[src/rtl/alu_pkg.sv]
// Shared definitions for the 8-bit ALU: data width, FS opcodes,
// shifter mode encodings and the registered flag bundle.
package alu_pkg;

    localparam int DATA_W = 8;

    localparam logic [3:0] OP_PASSA = 4'd0;
    localparam logic [3:0] OP_ADD   = 4'd1;
    localparam logic [3:0] OP_SUB   = 4'd2;
    localparam logic [3:0] OP_AND   = 4'd3;
    localparam logic [3:0] OP_OR    = 4'd4;
    localparam logic [3:0] OP_XOR   = 4'd5;
    localparam logic [3:0] OP_NOTA  = 4'd6;
    localparam logic [3:0] OP_INC   = 4'd7;
    localparam logic [3:0] OP_DEC   = 4'd8;
    localparam logic [3:0] OP_SHL   = 4'd9;
    localparam logic [3:0] OP_SHR   = 4'd10;
    localparam logic [3:0] OP_ROL   = 4'd11;
    localparam logic [3:0] OP_INDAT = 4'd12;
    localparam logic [3:0] OP_INKBD = 4'd13;

    localparam logic [1:0] SHM_NONE = 2'd0;
    localparam logic [1:0] SHM_SHL  = 2'd1;
    localparam logic [1:0] SHM_SHR  = 2'd2;
    localparam logic [1:0] SHM_ROL  = 2'd3;

    typedef struct packed {
        logic z;
        logic c;
        logic v;
        logic n;
        logic d;
    } alu_flags_t;

endpackage

[src/rtl/alu_shifter.sv]
// Combinational shift/rotate datapath: logical left, logical right and
// rotate left of A by SH, plus the bit that ends up in the carry flag.
module alu_shifter
    import alu_pkg::*;
(
    input  logic [DATA_W-1:0] A,
    input  logic [2:0]        SH,
    input  logic [1:0]        mode,
    output logic [DATA_W-1:0] result,
    output logic              shifted_out
);

    logic [DATA_W:0]   shl_ext;
    logic [DATA_W:0]   shr_ext;
    logic [DATA_W-1:0] rol_val;

    always_comb begin
        // The extra guard bit catches the last bit shifted out; it is 0 when SH=0.
        shl_ext = {1'b0, A} << SH;
        shr_ext = {A, 1'b0} >> SH;
        rol_val = (A << SH) | (A >> (4'd8 - {1'b0, SH}));

        result      = A;
        shifted_out = 1'b0;
        case (mode)
            SHM_SHL: begin
                result      = shl_ext[DATA_W-1:0];
                shifted_out = shl_ext[DATA_W];
            end
            SHM_SHR: begin
                result      = shr_ext[DATA_W:1];
                shifted_out = shr_ext[0];
            end
            SHM_ROL: begin
                result      = rol_val;
                shifted_out = (SH != 3'd0) & rol_val[0];
            end
            default: begin
                result      = A;
                shifted_out = 1'b0;
            end
        endcase
    end

endmodule

[src/rtl/alu.sv]
// 8-bit registered ALU: one combinational opcode decode feeding a single
// output register for FOut and the Z/C/V/N/D flags (latency 1 cycle).
module alu
    import alu_pkg::*;
(
    input  logic              clk,
    input  logic              rst_n,
    input  logic [DATA_W-1:0] OprdA,
    input  logic [DATA_W-1:0] OprdB,
    input  logic [DATA_W-1:0] InputPortData,
    input  logic [DATA_W-1:0] InputPortKeyBoard,
    input  logic [3:0]        FS,
    input  logic [2:0]        SH,
    output logic [DATA_W-1:0] FOut,
    output logic              Z,
    output logic              C,
    output logic              V,
    output logic              N,
    output logic              D
);

    logic [DATA_W-1:0] fout_d, fout_q;
    alu_flags_t        flags_d, flags_q;

    logic [1:0]        sh_mode;
    logic [DATA_W-1:0] sh_result;
    logic              sh_out;
    logic [DATA_W-1:0] b_op;
    logic [DATA_W:0]   wide;
    logic [4:0]        nib;

    always_comb begin
        sh_mode = SHM_NONE;
        case (FS)
            OP_SHL:  sh_mode = SHM_SHL;
            OP_SHR:  sh_mode = SHM_SHR;
            OP_ROL:  sh_mode = SHM_ROL;
            default: sh_mode = SHM_NONE;
        endcase
    end

    // INC/DEC reuse the add/subtract paths with a constant second operand.
    always_comb begin
        b_op = OprdB;
        if (FS == OP_INC || FS == OP_DEC) begin
            b_op = 8'd1;
        end
    end

    alu_shifter u_shifter (
        .A           (OprdA),
        .SH          (SH),
        .mode        (sh_mode),
        .result      (sh_result),
        .shifted_out (sh_out)
    );

    always_comb begin
        fout_d  = '0;
        flags_d = '0;
        wide    = '0;
        nib     = '0;
        case (FS)
            OP_PASSA: fout_d = OprdA;
            OP_ADD, OP_INC: begin
                wide      = {1'b0, OprdA} + {1'b0, b_op};
                nib       = {1'b0, OprdA[3:0]} + {1'b0, b_op[3:0]};
                fout_d    = wide[DATA_W-1:0];
                flags_d.c = wide[DATA_W];
                flags_d.v = (OprdA[7] == b_op[7]) && (fout_d[7] != OprdA[7]);
                flags_d.d = nib[4];
            end
            OP_SUB, OP_DEC: begin
                // Bit 8 of the 9-bit difference is the unsigned borrow.
                wide      = {1'b0, OprdA} - {1'b0, b_op};
                nib       = {1'b0, OprdA[3:0]} - {1'b0, b_op[3:0]};
                fout_d    = wide[DATA_W-1:0];
                flags_d.c = wide[DATA_W];
                flags_d.v = (OprdA[7] != b_op[7]) && (fout_d[7] != OprdA[7]);
                flags_d.d = nib[4];
            end
            OP_AND:  fout_d = OprdA & OprdB;
            OP_OR:   fout_d = OprdA | OprdB;
            OP_XOR:  fout_d = OprdA ^ OprdB;
            OP_NOTA: fout_d = ~OprdA;
            OP_SHL, OP_SHR, OP_ROL: begin
                fout_d    = sh_result;
                flags_d.c = sh_out;
            end
            OP_INDAT: fout_d = InputPortData;
            OP_INKBD: fout_d = InputPortKeyBoard;
            default:  fout_d = '0;
        endcase
        flags_d.z = (fout_d == 8'h00);
        flags_d.n = fout_d[7];
    end

    always_ff @(posedge clk or negedge rst_n) begin
        if (!rst_n) begin
            fout_q  <= '0;
            flags_q <= '0;
        end else begin
            fout_q  <= fout_d;
            flags_q <= flags_d;
        end
    end

    assign FOut = fout_q;
    assign Z    = flags_q.z;
    assign C    = flags_q.c;
    assign V    = flags_q.v;
    assign N    = flags_q.n;
    assign D    = flags_q.d;

endmodule

[config.mk]
export PLATFORM = sky130hd
export DESIGN_NAME = alu
export DESIGN_NICKNAME = d
export VERILOG_FILES = /design/src/rtl/alu_pkg.sv /design/src/rtl/alu_shifter.sv /design/src/rtl/alu.sv
export SDC_FILE = /design/constraint.sdc
export NUM_CORES = 1
export LEC_CHECK = 0
export CORE_MARGIN = 8
export CORE_UTILIZATION = 35
export CTS_CLUSTER_SIZE = 8
export DETAILED_ROUTE_END_ITERATION = 8
export DONT_BUFFER_PORTS = 1
export SYNTH_ARGS = -nofsm -noshare
export SYNTH_HDL_FRONTEND = slang
export SYNTH_SLANG_ARGS = --single-unit
export TNS_END_PERCENT = 50
[constraint.sdc]
create_clock -name clk -period 0.8 [get_ports clk]
set_input_delay 0.24 -clock clk [delete_from_list [all_inputs] [get_ports clk]]
set_output_delay 0.24 -clock clk [all_outputs]
set_load 0.005 [all_outputs]
==> results of run 1 <==
## cells by family (layout without fill, tap and decap cells)
kind of cell | Yosys count | after routing | synth area share (%)
flops | 12 | 12 | 9.69
simple gates | 151 | 151 | 26.1
compound gates | 106 | 106 | 23.5
buf+inv | 63 | 172 | 9.53
fa+ha+maj | 43 | 43 | 17.9
xor+xnor | 7 | 7 | 1.98
mux | 28 | 28 | 11.3
## cells in the mapped netlist (6+ instances only)
| cell | number | area [sq um] |
|---|---|---|
| nand2_1 | 46 | 173 |
| ha_1 | 41 | 513 |
| inv_1 | 37 | 139 |
| a21oi_1 | 24 | 120 |
| nor2_1 | 20 | 75.1 |
| mux2i_1 | 18 | 180 |
| nor3_1 | 17 | 85.1 |
| o21ai_0 | 16 | 80.1 |
| dfrtp_1 | 12 | 300 |
| nand3_1 | 11 | 55.1 |
| a221oi_1 | 7 | 61.3 |
| a22oi_1 | 7 | 52.6 |
| buf_2 | 7 | 35.0 |
| clkbuf_1 | 7 | 26.3 |
| nand2b_1 | 7 | 43.8 |
| nor2b_1 | 7 | 43.8 |
| o22ai_1 | 7 | 43.8 |
| nand3b_1 | 6 | 45.0 |
## final cells by class
class                      instances  area (sq um)
clock buffer                       4          55.1
fill                             785          3880
inverter                          38           165
multi-input combinational        335          3040
sequential                        12           300
tap                              108           135
timing repair buffer             130          1070
## sequential cells by signal, indices dropped and copies added, names as in the netlist
name	cells
V	1
C	1
FOut	7
D	1
N	1
Z	1
## routing by layer
layer | track usage, % | wire [microns] | vias up
met5 | 0 | 0 | -
met4 | 5.69 | 266 | 0
met3 | 3.66 | 1130 | 26
met2 | 34.6 | 6210 | 174
met1 | 25.8 | 5240 | 1792
li1 | - | - | 1729
## path summary, 6_finish.rpt
check                         start  slack, ns  endpoint  depth (start not counted)
min                           rst_n       0.04         D                          1
min in group clk           OprdA[7]       0.09         V                          1
max in group asynchronous     rst_n       0.40   FOut[0]                          1
max                           FS[3]      -2.07         Z                         16
## power groups by stage
stage / Clock (mW) / Combinational (mW) / Sequential, mW
final: 0.657 / 3.09 / 0.755
after floorplan: 0 / 1.45 / 0.747
after CTS: 0.658 / 2.73 / 0.762
after detailed placement: 0 / 2.20 / 0.773
after global placement: 0 / 2.16 / 0.771
after global routing: 0.687 / 3.31 / 0.771
## through the flow
step	cell area, sq um	instances	setup WS [ns]	utilization [%]	hold WS, ns
2_1_floorplan	3190	410	-2.41	-	-0.0556
3_3_place_gp	3910	594	-2.20	45.3	-0.0553
3_5_place_dp	3910	594	-2.28	45.3	-0.0553
4_1_cts	4480	620	-1.96	51.9	0.0867
5_1_grt	4760	627	-2.10	55.1	0.0961
6_report	4760	627	-2.07	55.1	0.0405
## layout by cell type, fill, tap and decap left out, drive strengths merged, types with 11 or more instances in the layout
| cell | instances |
|---|---|
| buf | 129 |
| nand2 | 46 |
| ha | 41 |
| inv | 38 |
| a21oi | 24 |
| mux2i | 20 |
| nor2 | 20 |
| nor3 | 17 |
| o21ai | 17 |
| dfrtp | 12 |
| nand3 | 11 |
## timing repair
action	4_1_cts	5_1_grt
resized for setup	73	44
pin swaps	34	28
setup endpoints to repair	25	37
hold buffers	1	0
cloned	0	0
setup buffers	24	8
hold endpoints to repair	12	0
## worst max-delay path, cell delays in order
cell and delay [ns]:
nand2b_4 0.13, nor2_4 0.10, a21oi_4 0.05, nand2_4 0.11, buf_4 0.13, buf_6 0.10
ha_4 0.13, inv_2 0.04, fa_2 0.38, xnor2_2 0.18, o22ai_2 0.12, nor4_1 0.40
buf_4 0.21, nand4b_1 0.09, or4_4 0.42, nor4_2 0.16
==> flow_metrics.tcl, run 1 <==
set metrics [dict create \
    num_antenna_cells 0 \
    power.share.clock_pct 14.6 \
    grt_pass1_vias 3757 \
    wl_per_cell_microns 20.5 \
    ys_async_sr_fraction_pct 100 \
    synth_cells 410 \
    area_growth_pct 53.6 \
    dr.pass1.iters 5 \
    cts_sinks 12 \
    clkTransAtPathRegs_ns 0.06 \
    htree_levels 1 \
    place.gp.congestion 0.944 \
    grt_pass1_wl_microns 19600 \
    track_usage_pct 20.4 \
    cp-end-kind "register" \
    max_freq_mhz 348 \
    synth_nets 494 \
    drive_gt1_share_pct 43.0 \
    arrival_ns 3.01 \
    ant_nets 0 \
    synth_edf_count 0 \
    place_hpwl_microns 9390 \
    crit_fanout 39 \
    finalNetCount 604 \
    core_sq_um 8640 \
    finalSetupViolations 25 \
    vias_per_cell 5.93 \
    finalPower_mw 4.50 \
    overflow 0 \
    dieHeight_microns 110 \
    cts_buffer_depth 2 \
    sequentialPowerShare_pct 16.8 \
    yosysWarnings 0 \
    status "complete, but fails checks" \
    tightest_slew_ns 1.01 \
    violations "setup timing" \
    remaining_drc_errors 0 \
    antenna_found_initial 0 \
    switchingPower_mw 1.65 \
    vias 3721 \
    relSlewSlack_pct 31.8 \
    p_sw_share_pct 36.7 \
    max-vdd-ir-drop_mv 0.631 \
    fp.dieW_microns 110 \
    hold_path.class "input pin to async pin" \
    p_per_area_nw_per_um2 946 \
    rows 34 \
    cp.required_ns 0.93 \
    rsz0062_at_grt "yes" \
    die-area_sq_um 12100 \
    numCtsBuffers 3 \
    drt_iter0_markers 369 \
    start_util_pct 35.9 \
    syn_avg_cell_area_sq_um 7.56 \
    wirelength_microns 12800 \
    layout_min_cycle_time_ns 2.87 \
    worst_slack_ns -2.07 \
    io_pins 54 \
    setup_tns_ns -20.54 \
    cap_violations 0 \
    portBuffers 0 \
    synth_ff_type "dfrtp_1" \
    leakage_nw 2.16 \
    cts_tree "done" \
    clockRootBuffer "clkbuf_8" \
    report.final.slew_viol_count 0 \
    path_class "input pin to register" \
    hold_viol 0 \
    period_share_pct 359 \
    start_kind "input pin" \
    synthDistinctLibCells 73 \
    pwr-share-comb_pct 68.6 \
    ys_seq_area_share_pct 9.69 \
    p_int_mw 2.85 \
    grt_max_degree 40 \
    ys_seq_elements 12 \
    syn_area_sq_um 3100 \
]
(Power assumes the default switching activity.)
==> run 2, diff against run 1 <==
--- a/config.mk
+++ b/config.mk
@@ -10,6 +10,7 @@
 export CTS_CLUSTER_SIZE = 8
 export DETAILED_ROUTE_END_ITERATION = 8
 export DONT_BUFFER_PORTS = 1
+export SKIP_LAST_GASP = 1
 export SYNTH_ARGS = -nofsm -noshare
 export SYNTH_HDL_FRONTEND = slang
 export SYNTH_SLANG_ARGS = --single-unit
==> flow_metrics.tcl, run 2 (synthesis results as in run 1) <==
set metrics [dict create \
    status "complete, but fails checks" \
    violations "setup timing" \
    multi_input_area_sq_um 2980 \
    overflow 0 \
    period_share_pct 349 \
    hold_path.class "input pin to async pin" \
    vias 3701 \
    cts_sinks 12 \
    area_growth_pct 49.6 \
    rows 34 \
    placed_cells 594 \
    relSlewSlack_pct 38.5 \
    core_sq_um 8640 \
    io_pins 54 \
    fill_cells 803 \
    dieHeight_microns 110 \
    max-vdd-ir-drop_mv 0.616 \
    pwr-share-comb_pct 67.9 \
    cts_tree "done" \
    wirelength_microns 12700 \
    grt_pass1_vias 3747 \
    report.final.slew_viol_count 0 \
    arrival_ns 2.94 \
    numCtsBuffers 3 \
    antenna_found_initial 0 \
    crit_fanout 39 \
    hold_viol 0 \
    final_common_cell "buf_4" \
    place_hpwl_microns 9390 \
    regArea_sq_um 300 \
    vias_per_cell 5.94 \
    dr.pass1.iters 5 \
    portBuffers 0 \
    rsz0062_at_grt "yes" \
    start_kind "input pin" \
    p_int_mw 2.78 \
    sequentialPowerShare_pct 17.2 \
    clkTransAtPathRegs_ns 0.06 \
    drive_gt1_share_pct 41.0 \
    power.share.clock_pct 14.9 \
    cp-end-kind "register" \
    path_class "input pin to register" \
    cts_buffer_depth 2 \
    stdcell_count 623 \
    remaining_drc_errors 0 \
    place.gp.congestion 0.944 \
    finalPower_mw 4.38 \
    grt_max_degree 40 \
    final_cell_mix "buf_4 (110), nand2_1 (39), inv_1 (33)" \
    cp.required_ns 0.94 \
    cap_violations 0 \
    finalSetupViolations 25 \
    worst_slack_ns -1.99 \
    finalNetCount 600 \
    htree_levels 1 \
    clockRootBuffer "clkbuf_8" \
    p_sw_share_pct 36.6 \
    tightest_slew_ns 0.909 \
    wl_per_cell_microns 20.4 \
    p_per_area_nw_per_um2 946 \
    setup_tns_ns -19.69 \
    max_freq_mhz 358 \
    die-area_sq_um 12100 \
    largest_reg_flops 7 \
    utilization_pct 53.7 \
    ant_nets 0 \
    num_antenna_cells 0 \
    switchingPower_mw 1.61 \
    grt_pass1_wl_microns 19500 \
    fp.dieW_microns 110 \
    whs_ns 0.0424 \
    track_usage_pct 20.3 \
    leakage_nw 2.11 \
    start_util_pct 35.9 \
    layout_min_cycle_time_ns 2.79 \
    drt_iter0_markers 349 \
]
-- run 2: timing repair --
action,in CTS,in global routing
gates resized for setup,65,31
pin swaps,34,19
hold buffers,1,0
setup buffers,24,5
endpoints found under the setup margin,25,37
endpoints found under the hold margin,12,0
-- run 2: layout make-up --
type,instances,area share [%]
multi-input cells,335,64.3
repair buffers,126,21.7
flip-flops and latches,12,6.48
inverters,38,3.40
well taps,108,2.91
clock buffers,4,1.19
-- run 2: through the flow --
| stage | setup slack [ns] | area (sq um) |
|---|---|---|
| floorplan | -2.41 | 3190 |
| global placement | -2.20 | 3910 |
| detailed placement | -2.28 | 3910 |
| CTS | -1.96 | 4460 |
| global route | -2.04 | 4640 |
| finish | -1.99 | 4640 |
-- run 2: power by group through the flow --
stage                     Sequential, mW  Combinational [mW]  Clock (mW)
after floorplan                    0.747                1.45           0
after global placement             0.771                2.16           0
after detailed placement           0.773                2.20           0
after CTS                          0.762                2.72       0.658
after global routing               0.771                3.19       0.687
final                              0.755                2.98       0.652
-- run 2: worst max-delay path, cell delays in order --
cell	delay, ns
nand2b_4	0.11
nor2_4	0.04
a21oi_4	0.15
nand2_4	0.10
ha_4	0.17
fa_2	0.55
o32ai_2	0.08
a32o_1	0.22
or4_4	0.53
nand4b_1	0.18
or4_4	0.42
nor4_2	0.13
-- run 2: path summary, 6_finish.rpt --
check                      depth (start not counted)       to      from
max                                               12        Z     FS[3]
min in group clk                                   1        V  OprdA[7]
max in group asynchronous                          1  FOut[2]     rst_n
min                                                1        D     rst_n
-- run 2: layer usage --
| metal | vias to the layer above | track usage [%] | routed length (microns) | share of wire (%) |
|---|---|---|---|---|
| li1 | 1712 | - | - | - |
| met1 | 1778 | 25.8 | 5250 | 41 |
| met2 | 181 | 34.5 | 6150 | 48 |
| met3 | 30 | 3.60 | 1080 | 8.5 |
| met4 | 0 | 5.21 | 231 | 1.8 |
| met5 | - | 0 | 0 | 0 |
